File: config.mk
export PLATFORM = sky130hd
export DESIGN_NAME = mem_arbiter
export DESIGN_NICKNAME = d
export VERILOG_FILES = /design/src/rtl/mem_arbiter_pkg.sv /design/src/rtl/arb_starve_ctr.sv /design/src/rtl/mem_arbiter.sv
export SDC_FILE = /design/constraint.sdc
export NUM_CORES = 1
export LEC_CHECK = 0
export ABC_AREA = 1
export BUFFER_PORTS_ARGS = -buffer_cell sky130_fd_sc_hd__buf_2
export CAP_MARGIN = 40
export CORE_AREA = 3 3 108 110
export DETAILED_ROUTE_END_ITERATION = 6
export DIE_AREA = 0 0 111 113
export GPL_ROUTABILITY_DRIVEN = 0
export PLACE_DENSITY = 0.78
export SLEW_MARGIN = 10
export SYNTH_ARGS = -nofsm -noshare
export SYNTH_HDL_FRONTEND = slang
export SYNTH_SLANG_ARGS = --single-unit
File: constraint.sdc
create_clock -name clk_i -period 2.1 [get_ports clk_i]
set_input_delay 0.42 -clock clk_i [delete_from_list [all_inputs] [get_ports clk_i]]
set_output_delay 0.42 -clock clk_i [all_outputs]
set_load 0.01 [all_outputs]
File: src/rtl/mem_arbiter_pkg.sv
// Shared types for the two-requester memory arbiter: FSM states, the latched
// bus request, and the fixed strobe pattern used for instruction fetches.
package mem_arbiter_pkg;

  typedef enum logic [2:0] {
    IDLE,
    D_REQ,
    D_WAIT,
    I_REQ,
    I_WAIT
  } arb_state_e;

  typedef struct packed {
    logic        we;
    logic [3:0]  strb;
    logic [31:0] addr;
    logic [31:0] wdata;
  } mem_req_t;

  localparam logic [3:0] FETCH_STRB = 4'hF;

endpackage

File: src/rtl/arb_starve_ctr.sv
// Counts consecutive D grants taken while I was waiting; raises force_o once
// the limit is reached so the arbiter hands the next slot to I.
module arb_starve_ctr #(
  parameter int unsigned STARVE_LIMIT = 4,
  parameter int unsigned CNT_W        = 3
) (
  input  logic clk_i,
  input  logic rst_ni,
  input  logic idle_i,
  input  logic i_read_i,
  input  logic d_grant_i,
  input  logic i_grant_i,
  output logic force_o
);

  localparam logic [CNT_W-1:0] LIMIT = CNT_W'(STARVE_LIMIT);

  logic [CNT_W-1:0] cnt_q, cnt_d;

  assign force_o = (STARVE_LIMIT != 0) && (cnt_q == LIMIT);

  always_comb begin
    // NOTE: every always_comb output gets a default first so no path can infer a latch.
    cnt_d = cnt_q;
    if (i_grant_i) begin
      cnt_d = '0;
    end else if (d_grant_i) begin
      if (!i_read_i)          cnt_d = '0;
      else if (cnt_q != LIMIT) cnt_d = cnt_q + CNT_W'(1);
    end else if (idle_i && force_o && !i_read_i) begin
      // I stopped asking while forced: release D on the next cycle.
      cnt_d = '0;
    end
  end

  always_ff @(posedge clk_i or negedge rst_ni) begin
    // NOTE: sequential state uses non-blocking assignments only.
    if (!rst_ni) cnt_q <= '0;
    else         cnt_q <= cnt_d;
  end

endmodule

File: src/rtl/mem_arbiter.sv
// Shares one req/gnt/rvalid memory port between instruction fetch (I) and
// load/store (D); D has priority, bounded by a starvation counter.
module mem_arbiter
  import mem_arbiter_pkg::*;
#(
  parameter int unsigned STARVE_LIMIT = 4,
  parameter int unsigned CNT_W        = 3
) (
  input  logic        clk_i,
  input  logic        rst_ni,
  input  logic        i_read_i,
  input  logic [31:0] i_addr_i,
  output logic        i_ready_o,
  output logic        i_rvalid_o,
  output logic [31:0] i_rdata_o,
  input  logic        d_read_i,
  input  logic        d_write_i,
  input  logic [3:0]  d_strb_i,
  input  logic [31:0] d_addr_i,
  input  logic [31:0] d_wdata_i,
  output logic        d_ready_o,
  output logic        d_rvalid_o,
  output logic [31:0] d_rdata_o,
  output logic        mem_req_o,
  output logic        mem_we_o,
  output logic [3:0]  mem_strb_o,
  output logic [31:0] mem_addr_o,
  output logic [31:0] mem_wdata_o,
  input  logic        mem_gnt_i,
  input  logic        mem_rvalid_i,
  input  logic [31:0] mem_rdata_i,
  output logic        err_o
);

  arb_state_e state_q, state_d;
  mem_req_t   req_q, req_d;
  logic       mem_req_q, mem_req_d;
  logic       err_q, err_d;
  logic       force_i, idle, d_any, d_acc, i_acc, in_wait;

  assign idle    = (state_q == IDLE);
  assign in_wait = (state_q == D_WAIT) || (state_q == I_WAIT);
  assign d_any   = d_read_i | d_write_i;

  // d_ready_o deliberately ignores the d_* inputs so it cannot close a loop
  // through the execute-stage stall logic.
  assign d_ready_o = idle & ~force_i;
  assign i_ready_o = idle & (force_i | ~d_any);
  assign d_acc     = d_any & d_ready_o;
  assign i_acc     = i_read_i & i_ready_o;

  arb_starve_ctr #(
    .STARVE_LIMIT(STARVE_LIMIT),
    .CNT_W       (CNT_W)
  ) u_starve (
    .clk_i    (clk_i),
    .rst_ni   (rst_ni),
    .idle_i   (idle),
    .i_read_i (i_read_i),
    .d_grant_i(d_acc),
    .i_grant_i(i_acc),
    .force_o  (force_i)
  );

  always_comb begin
    state_d   = state_q;
    req_d     = req_q;
    mem_req_d = mem_req_q;
    err_d     = err_q | (mem_rvalid_i & ~in_wait);
    unique case (state_q)
      IDLE: begin
        if (d_acc) begin
          req_d     = '{we: d_write_i, strb: d_strb_i, addr: d_addr_i, wdata: d_wdata_i};
          mem_req_d = 1'b1;
          state_d   = D_REQ;
          if (d_read_i && d_write_i) err_d = 1'b1;
        end else if (i_acc) begin
          req_d     = '{we: 1'b0, strb: FETCH_STRB, addr: i_addr_i, wdata: '0};
          mem_req_d = 1'b1;
          state_d   = I_REQ;
        end
      end
      D_REQ, I_REQ: begin
        if (mem_gnt_i) begin
          mem_req_d = 1'b0;
          state_d   = (state_q == D_REQ) ? D_WAIT : I_WAIT;
        end
      end
      D_WAIT, I_WAIT: begin
        if (mem_rvalid_i) state_d = IDLE;
      end
      default: begin
        state_d   = IDLE;
        mem_req_d = 1'b0;
      end
    endcase
  end

  always_ff @(posedge clk_i or negedge rst_ni) begin
    if (!rst_ni) begin
      state_q   <= IDLE;
      req_q     <= '0;
      mem_req_q <= 1'b0;
      err_q     <= 1'b0;
    end else begin
      state_q   <= state_d;
      req_q     <= req_d;
      mem_req_q <= mem_req_d;
      err_q     <= err_d;
    end
  end

  assign mem_req_o   = mem_req_q;
  assign mem_we_o    = req_q.we;
  assign mem_strb_o  = req_q.strb;
  assign mem_addr_o  = req_q.addr;
  assign mem_wdata_o = req_q.wdata;
  assign err_o       = err_q;

  // Responses pass straight through to whichever requester owns the WAIT state.
  assign d_rvalid_o = (state_q == D_WAIT) & mem_rvalid_i;
  assign i_rvalid_o = (state_q == I_WAIT) & mem_rvalid_i;
  assign d_rdata_o  = d_rvalid_o ? mem_rdata_i : '0;
  assign i_rdata_o  = i_rvalid_o ? mem_rdata_i : '0;

endmodule

# Word-level counts from Yosys, hierarchy flattened
# Cells that the tools add are included.
# word_totals
register_bits,77
input_bits,139
output_inout_bits,139
elab_cells,69
# op_classes
add_sub_neg,1
eq_ne,10
n_mux,22
bitwise,14
n_reduce_logical,14
# op_table
cell,n
69-bit 2-to-1 mux,2
32-bit 2-to-1 mux,2
3-bit 2-to-1 mux,10
3-bit case mux with 3 select lines,1
1-bit AND,7
"3-bit by 2-bit == test with 1-bit output, second input constant",2
"3-bit == test, second input constant",2
1-bit 2-to-1 mux,6
3-bit AND reduction,2
"2-bit inequality test, second input constant",2
"4-bit by 2-bit inequality test with 1-bit output, second input constant",1
1-bit NOT,4
2-bit AND reduction,2
2-bit OR reduction,2
"3-bit by 1-bit adder with 3-bit output, second input constant",1
"3-bit by 1-bit == test with 1-bit output, second input constant",1
1-bit logical AND,3
3-bit zero test,1
"3-bit by 1-bit inequality test with 1-bit output, second input constant",1
"3-bit inequality test, second input constant",1
1-bit OR,3
1-bit case mux with 3 select lines,1
3-bit nonzero test,1
2-bit nonzero test,1
2 further kinds,2

# Logic depth before layout (Yosys ltp)
# Gate-level depths: netlist (run 1).
# depth
ltp_word,8
depth_mapped,10
depth_no_buf,9

# Hierarchy
# A second synthesis (run 1) with hierarchy kept.
# hier_totals
cells_unflattened,610
hier_area_um2,4115.2
# modules_own_cells
mod,n_inst,cells_per_inst,area_each_um2,seq_area_each_um2
mem_arbiter,1,581,3906.2,1851.8
arb_starve_ctr,1,29,209.0,75.1

# Worst setup path before layout (run 1)
# Ideal clock, no wire load.
# synth_timing
path_type,reg-to-output
from,register state_q[0]
to,output port i_rdata_o[10]
arrival_time_ns,1.306
path_slack_ns,0.374
stages_incl_launch_ff,7
path_buffers,1
path_cell_list,dfrtp_1 > nor2_1 > nand2_1 > nor2_1 > inv_1 > clkbuf_1 > nor2_1
# synth_between
elab_chain_len,3
# synth_rtl
item,line_no,text
"start, declared",mem_arbiter.sv:35,"arb_state_e state_q, state_d;"
"start signal, assigned",mem_arbiter.sv:106,state_q <= state_d;
3-bit == test,mem_arbiter.sv:122,assign i_rvalid_o = (state_q == I_WAIT) & mem_rvalid_i;
1-bit AND,mem_arbiter.sv:122,
named net i_rvalid_o,mem_arbiter.sv:14,"output logic i_rvalid_o,"
32-bit 2-to-1 mux,mem_arbiter.sv:124,assign i_rdata_o = i_rvalid_o ? mem_rdata_i : '0;
"end, declared",mem_arbiter.sv:15,"output logic [31:0] i_rdata_o,"
# The timed path passes the listed nets, and every way through them passes these cells.

# Final worst setup path (run 1)
# layout_timing
from,register state_q[1]
to,output port i_rdata_o[6]
# layout_between
elab_chain_len,3
# layout_rtl
item,line_no
3-bit == test,mem_arbiter.sv:122
1-bit AND,mem_arbiter.sv:122
32-bit 2-to-1 mux,mem_arbiter.sv:124
# No other way between the ends.

==> results of run 1 <==
## flip-flops by register name (all words and copies together) (netlist names)
name            flops
err_o               1
mem_addr_o         32
mem_req_o           1
mem_strb_o          4
mem_wdata_o        32
mem_we_o            1
state_q             3
u_starve.cnt_q      3
## cell usage in the layout, fill, tap and decap left out
cell type and instances:
nand2_1 252, inv_2 4, a31oi_1 1, clkinvlp_4 2, xnor2_1 1, nand3_1 38, nor3_1 1, dlygate4sd3_1 1
nor2_4 1, o21ai_0 4, nand4_1 2, nand2_2 1, nor2_2 5, a21oi_4 1, ha_1 2, buf_12 6
nand3_2 1, buf_2 276, clkbuf_8 10, nor2_1 71, nand3b_1 2, buf_4 11, o21ai_2 1, clkbuf_1 1
inv_1 105, clkinv_2 2, dfrtp_1 77
## metrics by stage
stage | TNS [ps] | instances
floorplan | 0 | 596
global placement | 0 | 997
detailed placement | 0 | 997
CTS | 0 | 1013
global route | -308 | 1019
finish | 0 | 1019
## metal layers
metal,global-route usage,vias up
met5,0,-
met2,0.319,170
li1,-,2279
met1,0.234,1985
met4,0.0509,0
met3,0.0572,10
## final timing paths
kind | startpoint | end | slack (ps) | cells past startpoint
setup / recovery | state_q[1] | i_rdata_o[6] | 70 | 7
hold / removal | d_wdata_i[18] | mem_wdata_o[18] | 270 | 3
setup reg to reg | u_starve.cnt_q[0] | mem_strb_o[1] | 350 | 8
hold reg to reg | mem_wdata_o[31] | mem_wdata_o[31] | 470 | 2
max in group asynchronous | rst_ni | mem_wdata_o[28] | 970 | 3
min in group asynchronous | rst_ni | mem_wdata_o[1] | 550 | 2
## report_power, final
| part | internal (mW) | total, mW | switching (mW) |
|---|---|---|---|
| Combinational | 1.46 | 3.81 | 2.35 |
| Clock | 0.452 | 0.988 | 0.537 |
| Sequential | 2.20 | 2.57 | 0.372 |
| Total | 4.11 | 7.37 | 3.26 |
## area by class of cell
cell class	instances	area, sq um	area share
flip-flops and latches	77	1930	0.329
repair buffers	294	1590	0.272
multi-input cells	384	1580	0.270
inverters	109	409	0.0699
well taps	140	175	0.0299
clock buffers	11	141	0.0242
clock inverters	4	25.0	0.00428
## kinds of logic (layout without fill, tap and decap cells)
kind of cell | Yosys count | after routing
compound gates | 7 | 7
flops | 77 | 77
fa+ha+maj | 2 | 2
buf+inv | 135 | 418
simple gates | 374 | 374
xor+xnor | 1 | 1
## worst min-delay path, stage by stage
cell     delay [ps]
buf_2            70
nand2_1          40
nand2_1          50
## repair_timing
| action | 4_1_cts | 5_1_grt |
|---|---|---|
| cloned | 0 | 0 |
| hold buffers | 1 | 0 |
| endpoints found under the setup margin | 31 | 64 |
| gates resized for setup | 2 | 12 |
| endpoints found under the hold margin | 16 | 0 |
| buffers inserted | 0 | 6 |
| pin swaps | 0 | 3 |
==> flow_metrics.env, run 1 <==
export IMPL_status="complete, no violations"
export IMPL_arrival_ps=1610
export IMPL_antenna_found_initial=0
export IMPL_synthToLayoutAreaGrowth_pct=45.3
export IMPL_start_util=0.373
export IMPL_syn_avg_cell_area_sq_um=6.76
export IMPL_htreeDepth=3
export IMPL_yosysUniqueCellTypes=20
export IMPL_ys_ff_latch=77
export IMPL_grt_overflow_total=0
export IMPL_maxSlewHeadroom=0.705
export IMPL_cts_sinks=77
export IMPL_maxCapViolations=0
export IMPL_hold_viol=0
export IMPL_die_w_microns=111
export IMPL_synthArstFlopShare=1.00
export IMPL_power_mw=7.37
export IMPL_ios=278
export IMPL_period_share=0.968
export IMPL_worst_pin_slew_ps=442
export IMPL_syn_inst=596
export IMPL_final_nets=1016
export IMPL_first_pass_iters=4
export IMPL_endpoint_kind="output pin"
export IMPL_synth_compound_area_share=0.0127
export IMPL_fin_crit_ps=2030
export IMPL_clk_pin_slew_worst_paths_ps=80
export IMPL_slew_violations=0
export IMPL_hpwl_microns=9080
export IMPL_vias=4444
export IMPL_cts_made_buffers=9
export IMPL_dp_slack_ps=360
export IMPL_cp_common_cell="nor2_2"
export IMPL_cpPeakStageDelay_ps=420
export IMPL_cts_root_buf="clkbuf_8"
export IMPL_viasPerCell=4.36
export IMPL_drive_above_1_share=0.365
export IMPL_ant_nets=0
export IMPL_fin_skew_ps=9.83
export IMPL_fillers=1051
export IMPL_power_leakage_nw=3.92
export IMPL_synthesis_nets=737
export IMPL_power_density_nw_per_um2=1260
export IMPL_crit_buf_inv=3
export IMPL_grt_max_degree=37
export IMPL_setup_slack_ps=66.4
export IMPL_dr_max_layer_used="met4"
export IMPL_met1_length_microns=5080
export IMPL_wl_met2_microns=5870
export IMPL_synth_xor_area_frac=0.00218
export IMPL_hp_class="in2reg"
export IMPL_grt_pass1_wl_microns=19500
export IMPL_required_ps=1680
export IMPL_placed_area_sq_um=5580
export IMPL_wl_met3_microns=1030
export IMPL_whs_ps=269
export IMPL_clkLatencyLatePin_ps=340
export IMPL_yosysTopAreaCellShare=0.479
export IMPL_utilization=0.542
export IMPL_crit_fanout=32
export IMPL_antenna_cells=0
export IMPL_yosysSeqAreaShare=0.479
export IMPL_critical_path_cell_chain="nor2_2 -> nand2_2 -> nor2_2 -> inv_1 -> buf_12 -> nor2_1 -> buf_2"
export IMPL_worst_path_max_delay_cell="dfrtp_1"
export IMPL_critPathKind="reg2out"
export IMPL_port_buffers=277
export IMPL_ys_flop_type="dfrtp_1"
export IMPL_fp_row_count=38
export IMPL_synth_top_family_by_area="simple AND/OR/NAND/NOR gates"
export IMPL_clockBufferDepth=2
export IMPL_final_area_sq_um=5850
export IMPL_synth_adder_area_share=0.00622
export IMPL_yosys_area_share_simple=0.365
export IMPL_startpoint_type="flip-flop"
export IMPL_drtIter0Drc=247
export IMPL_grt_usage=0.188
export IMPL_synthTopCellsByArea="dfrtp_1, nand2_1, inv_1"
export IMPL_drc=0
export IMPL_muxShareOfSynthArea=0
export IMPL_fmax_ghz=0.492
export IMPL_crit_family="simple AND/OR/NAND/NOR gates"
export IMPL_cts_tree="yes"
export IMPL_synth_edf_count=0
export IMPL_core_sq_um=10800
export IMPL_yosysWarnings=0
export IMPL_die_h_microns=113
export IMPL_ir_drop_mv=0.600
export IMPL_dieArea_sq_um=12500
export IMPL_synth_cell_area_sq_um=4030
export IMPL_post_drt_wl_per_cell_microns=11.8
export IMPL_grt_pass1_vias=4211
export IMPL_synth_top_area_cell="dfrtp_1"
export IMPL_synth_common_cells="nand2_1, inv_1, dfrtp_1"
export IMPL_synth_most_common_cell="nand2_1"
export IMPL_finalSetupViolCount=0
export IMPL_routed_wirelength_microns=12100
(Power assumes the default switching activity.)
==> inputs of run 2 (changes only) <==
CORE_AREA = default   (was 3 3 108 110)
CORE_ASPECT_RATIO = 0.8   (was default)
CORE_MARGIN = 3   (was default)
CORE_UTILIZATION = 40   (was default)
DIE_AREA = default   (was 0 0 111 113)
PLACE_DENSITY = 0.82   (was 0.78)
SYNTH_HIERARCHICAL = 1   (was default)
==> run 2 against run 1 <==
Net effect: clock skew down 2.5 ps; utilization up 6.5 points; non-clock buffer count down 4; largest cell class unchanged; highest routed layer unchanged; first-iteration DRC count down 53%; synthesized area up 2.2%; clock-buffer cell count down 1; maximum frequency up 1.4%; die area down 7.9%.
==> flow_metrics.env, run 2 <==
export IMPL_power_leakage_nw=4.00
export IMPL_yosysUniqueCellTypes=22
export IMPL_hpwl_microns=9760
export IMPL_die_h_microns=96.7
export IMPL_first_pass_iters=4
export IMPL_hold_buffers=0
export IMPL_final_cell_count_no_fill=1027
export IMPL_required_ps=1680
export IMPL_multi_input_area_sq_um=1660
export IMPL_endpoint_kind="output pin"
export IMPL_synthToLayoutAreaGrowth_pct=45.4
export IMPL_maxSlewHeadroom=0.646
export IMPL_final_common_cell="buf_2"
export IMPL_synthArstFlopShare=1.00
export IMPL_drive_above_1_share=0.364
export IMPL_synth_top_area_cell="dfrtp_1"
export IMPL_viasPerCell=4.35
export IMPL_drtIter0Drc=115
export IMPL_dieArea_sq_um=11500
export IMPL_ys_flop_type="dfrtp_1"
export IMPL_final_nets=1026
export IMPL_fin_skew_ps=7.37
export IMPL_clkLatencyLatePin_ps=320
export IMPL_ir_drop_mv=0.563
export IMPL_syn_inst=610
export IMPL_crit_buf_inv=4
export IMPL_synthesis_nets=751
export IMPL_synthTopCellsByArea="dfrtp_1, nand2_1, inv_1"
export IMPL_grt_max_degree=43
export IMPL_arrival_ps=1590
export IMPL_yosysWarnings=6
export IMPL_fmax_ghz=0.499
export IMPL_clockBufferDepth=2
export IMPL_crit_fanout=32
export IMPL_final_area_sq_um=5980
export IMPL_r2r_end="mem_addr_o[26]"
export IMPL_core_sq_um=9850
export IMPL_layout_common_cells="buf_2, nand2_1, inv_1"
export IMPL_slew_violations=0
export IMPL_fillers=936
export IMPL_ios=278
export IMPL_yosysTopAreaCellShare=0.468
export IMPL_utilization=0.607
export IMPL_cts_tree="yes"
export IMPL_die_w_microns=119
export IMPL_cts_made_buffers=9
export IMPL_grt_usage=0.208
export IMPL_grt_pass1_wl_microns=19600
export IMPL_start_util=0.418
export IMPL_grt_overflow_total=0
export IMPL_ant_nets=0
export IMPL_hp_class="in2async"
export IMPL_critPathKind="reg2out"
export IMPL_tns_ps=0
export IMPL_power_density_nw_per_um2=1360
export IMPL_syn_avg_cell_area_sq_um=6.75
export IMPL_power_mw=8.11
export IMPL_synth_cell_area_sq_um=4120
export IMPL_fp_row_count=32
export IMPL_synth_edf_count=0
export IMPL_port_buffers=277
export IMPL_hold_viol=0
export IMPL_placed_area_sq_um=5640
export IMPL_cts_sinks=77
export IMPL_startpoint_type="flip-flop"
export IMPL_htreeDepth=3
export IMPL_clk_pin_slew_worst_paths_ps=60
export IMPL_numPlacedInstances=1007
export IMPL_r2r_start="u_starve/cnt_q[1]"
export IMPL_rr_worst_depth=10
export IMPL_worst_pin_slew_ps=531
export IMPL_drc=0
export IMPL_yosysSeqAreaShare=0.468
export IMPL_maxCapViolations=0
export IMPL_rrSetupSlack_ps=330
export IMPL_antenna_found_initial=2
export IMPL_synth_common_cells="nand2_1, inv_1, dfrtp_1"
export IMPL_critical_path_cell_chain="inv_2 -> nand3_2 -> nor2_2 -> inv_1 -> buf_6 -> nor2_1 -> buf_2"
export IMPL_ys_ff_latch=77
export IMPL_vias=4468
export IMPL_status="complete, no violations"
export IMPL_routed_wirelength_microns=12500
export IMPL_regArea_sq_um=1930
export IMPL_crit_family="buffers and inverters"
export IMPL_period_share=0.955
export IMPL_fin_crit_ps=2010
export IMPL_cts_root_buf="clkbuf_16"
export IMPL_grt_pass1_vias=4105
export IMPL_post_drt_wl_per_cell_microns=12.2
export IMPL_synth_most_common_cell="nand2_1"
export IMPL_cpPeakStageDelay_ps=430
export IMPL_worst_path_max_delay_cell="dfrtp_1"
export IMPL_finalSetupViolCount=0
==> run 2: cell count changes after synthesis, sizes merged, moves of 2 or more <==
| cell | change |
|---|---|
| buf | +9 |
| clkbuf | -9 |
| nand2 | +9 |
| inv | +4 |
| nand3 | +3 |
| nor2 | -2 |
==> run 2: stage by stage <==
step,setup WS [ps],hold slack (ps)
6_report,94.2,70.6
5_1_grt,-17.5,112
4_1_cts,0.384,88.7
3_5_place_dp,256,436
3_3_place_gp,311,435
2_1_floorplan,297,124
==> run 2: report_power, final <==
group / internal [mW] / switching [mW]
clock network: 0.786 / 0.561
registers: 2.22 / 0.403
logic: 1.54 / 2.60
==> run 2: final cells by class <==
| cell class | count | share of cell area |
|---|---|---|
| Inverter | 113 | 0.0709 |
| Clock buffer | 10 | 0.0383 |
| Clock inverter | 5 | 0.00481 |
| Timing Repair Buffer | 290 | 0.257 |
| Sequential cell | 77 | 0.323 |
| Multi-Input combinational cell | 394 | 0.278 |
| Tap cell | 136 | 0.0284 |
| Antenna cell | 2 | 0.000837 |
==> run 2: routing by layer <==
layer | vias up | wire, microns | global-route usage | share of wire
met4 | 0 | 100 | 0.0660 | 0.0080
met2 | 177 | 6460 | 0.379 | 0.52
met3 | 11 | 1030 | 0.0520 | 0.082
li1 | 2313 | - | - | -
met1 | 1967 | 4940 | 0.240 | 0.39
met5 | - | 0 | 0 | 0
==> run 2: cell families (layout without fill, tap and decap cells) <==
group	after synthesis	in the layout	share of synthesized area
adder cells (fa/ha/maj)	2	2	0.00608
buffers and inverters	139	418	0.140
flip-flops	77	77	0.468
AO/OA/AOI/OAI	8	8	0.0149
AND/OR/NAND/NOR	383	383	0.369
other	0	2	0
XOR/XNOR	1	1	0.00213
==> run 2: worst max-delay path by stage <==
stage	from	to	slack, ps	depth (start not counted)
3_5_place_dp	u_starve/cnt_q[0]	mem_addr_o[20]	260	10
4_1_cts	u_starve/cnt_q[0]	i_ready_o	0.4	8
3_3_place_gp	u_starve/cnt_q[0]	mem_addr_o[0]	310	10
6_report	state_q[0]	d_rdata_o[5]	90	7
2_1_floorplan	u_starve/cnt_q[0]	u_starve/cnt_q[2]	300	13
5_1_grt	state_q[1]	i_rdata_o[13]	-20	7
==> run 2: timing repair <==
action,4_1_cts,5_1_grt
pin swaps,0,4
buffers inserted,0,3
resized for setup,3,13
endpoints found under the setup margin,33,66
cloned,0,0
==> inputs of run 3 (changes only) <==
CELL_PAD_IN_SITES_DETAIL_PLACEMENT = 2   (was default)
CELL_PAD_IN_SITES_GLOBAL_PLACEMENT = 2   (was default)
CORE_UTILIZATION = 20   (was 40)
PLACE_DENSITY = 0.85   (was 0.82)
==> run 3 against run 2 <==
Net effect: critical endpoint is now i_rdata_o[20]; largest cell class unchanged; utilization fell by 29 points; final area is 6.4% higher; final cell count grew 14%; maximum frequency fell by 2.6%; critical path depth is 1 lower; setup slack lost 53 ps; routed wire length grew 50%; die area is 93% higher; non-clock buffer count grew 13; register-to-register slack got worse by 120 ps; sequential share of layout area down 2.0 points.
==> flow_metrics.env, run 3 (synthesis results as in run 2) <==
export IMPL_layout_common_cells="buf_2, nand2_1, inv_1"
export IMPL_required_ps=1680
export IMPL_antenna_found_initial=7
export IMPL_dp_slack_ps=188
export IMPL_fin_crit_ps=2060
export IMPL_status="complete, no violations"
export IMPL_crit_fanout=5
export IMPL_clk_pin_slew_worst_paths_ps=70
export IMPL_hold_buffers=0
export IMPL_drtIter0Drc=135
export IMPL_hpwl_microns=14800
export IMPL_finalSetupViolCount=0
export IMPL_post_drt_wl_per_cell_microns=16.1
export IMPL_drc=0
export IMPL_viasPerCell=4.14
export IMPL_slew_violations=0
export IMPL_arrival_ps=1640
export IMPL_ir_drop_mv=0.598
export IMPL_critPathKind="reg2out"
export IMPL_maxSlewHeadroom=0.675
export IMPL_maxCapViolations=0
export IMPL_hp_class="in2async"
export IMPL_fillers=2468
export IMPL_hold_viol=0
export IMPL_start_util=0.205
export IMPL_ant_nets=0
export IMPL_whs_ps=32.7
export IMPL_first_pass_iters=4
export IMPL_startpoint_type="flip-flop"
export IMPL_endpoint_kind="output pin"
export IMPL_power_density_nw_per_um2=1370
export IMPL_power_leakage_nw=4.08
export IMPL_fmax_ghz=0.486
export IMPL_die_h_microns=134
export IMPL_final_nets=1039
export IMPL_vias=4841
export IMPL_synthToLayoutAreaGrowth_pct=54.6
export IMPL_cts_tree="yes"
export IMPL_grt_max_degree=46
export IMPL_fin_skew_ps=12.0
export IMPL_final_cell_count_no_fill=1169
export IMPL_clkLatencyLatePin_ps=340
export IMPL_htreeDepth=3
export IMPL_numPlacedInstances=1142
export IMPL_period_share=0.980
export IMPL_routed_wirelength_microns=18900
export IMPL_grt_overflow_total=0
export IMPL_dieArea_sq_um=22300
export IMPL_rsz0062_at_grt="yes"
export IMPL_ios=278
export IMPL_clockBufferDepth=2
export IMPL_cts_made_buffers=9
export IMPL_fp_row_count=46
export IMPL_grt_pass1_wl_microns=29800
export IMPL_core_sq_um=20000
export IMPL_cts_sinks=77
export IMPL_drive_above_1_share=0.398
export IMPL_die_w_microns=166
export IMPL_utilization=0.318
export IMPL_final_common_cell="buf_2"
export IMPL_setup_slack_ps=41.5
export IMPL_worst_pin_slew_ps=487
export IMPL_cts_root_buf="clkbuf_16"
export IMPL_port_buffers=277
export IMPL_grt_usage=0.167
export IMPL_grt_pass1_vias=5415
export IMPL_tns_ps=0
-- run 3: changes by cell type in the layout (fill, tap and decap cells not counted), sizes merged --
cell      before  now
buf          290  303
clkinv         5    3
inv          113  115
clkinvlp       0    1
-- run 3: worst max-delay path: stages, from the launching register on --
cell	delay, ps
dfrtp_1	430
nor2_2	150
nand2_2	90
nor2_4	150
inv_4	80
nor2_1	220
buf_2	180
-- run 3: final timing paths --
check	startpoint	to	slack, ps	cells past startpoint
min	rst_ni	mem_wdata_o[25]	30	1
max	state_q[1]	i_rdata_o[20]	40	6
max in group asynchronous	rst_ni	mem_wdata_o[28]	1470	2
min in group clk_i	d_wdata_i[22]	mem_wdata_o[22]	270	3
max reg2reg	u_starve/cnt_q[1]	mem_addr_o[2]	210	11
min reg2reg	mem_wdata_o[20]	mem_wdata_o[20]	460	2
-- run 3: layer usage --
metal | track usage | vias to the layer above | share of wire
met5 | 0 | - | 0.0037
met3 | 0.0687 | 21 | 0.086
li1 | - | 2342 | -
met1 | 0.190 | 2273 | 0.40
met2 | 0.299 | 195 | 0.50
met4 | 0.0321 | 10 | 0.012
-- run 3: repair_timing --
item / 4_1_cts / 5_1_grt
pin swaps: 2 / 3
setup endpoints to repair: 64 / 76
gates resized for setup: 10 / 37
buffers inserted: 7 / 3
-- run 3: per-stage QoR --
stage          instance area [sq um]  power, mW
2_1_floorplan                   4120       5.17
3_3_place_gp                    5860       6.95
3_5_place_dp                    5860       7.18
4_1_cts                         6220       8.84
5_1_grt                         6360       9.61
6_report                        6360       8.74
-- run 3: power breakdown --
| group | switching, mW | internal [mW] |
|---|---|---|
| clock | 0.674 | 0.840 |
| sequential | 0.396 | 2.22 |
| combinational | 2.97 | 1.65 |
-- run 3: area by class of cell --
class	instances	area, sq um	area share
antenna	2	5.00	0.000787
clock buffer	10	239	0.0376
clock inverter	6	43.8	0.00688
inverter	113	427	0.0671
multi-input combinational	394	1730	0.271
sequential	77	1930	0.303
tap	264	330	0.0519
timing repair buffer	303	1670	0.262
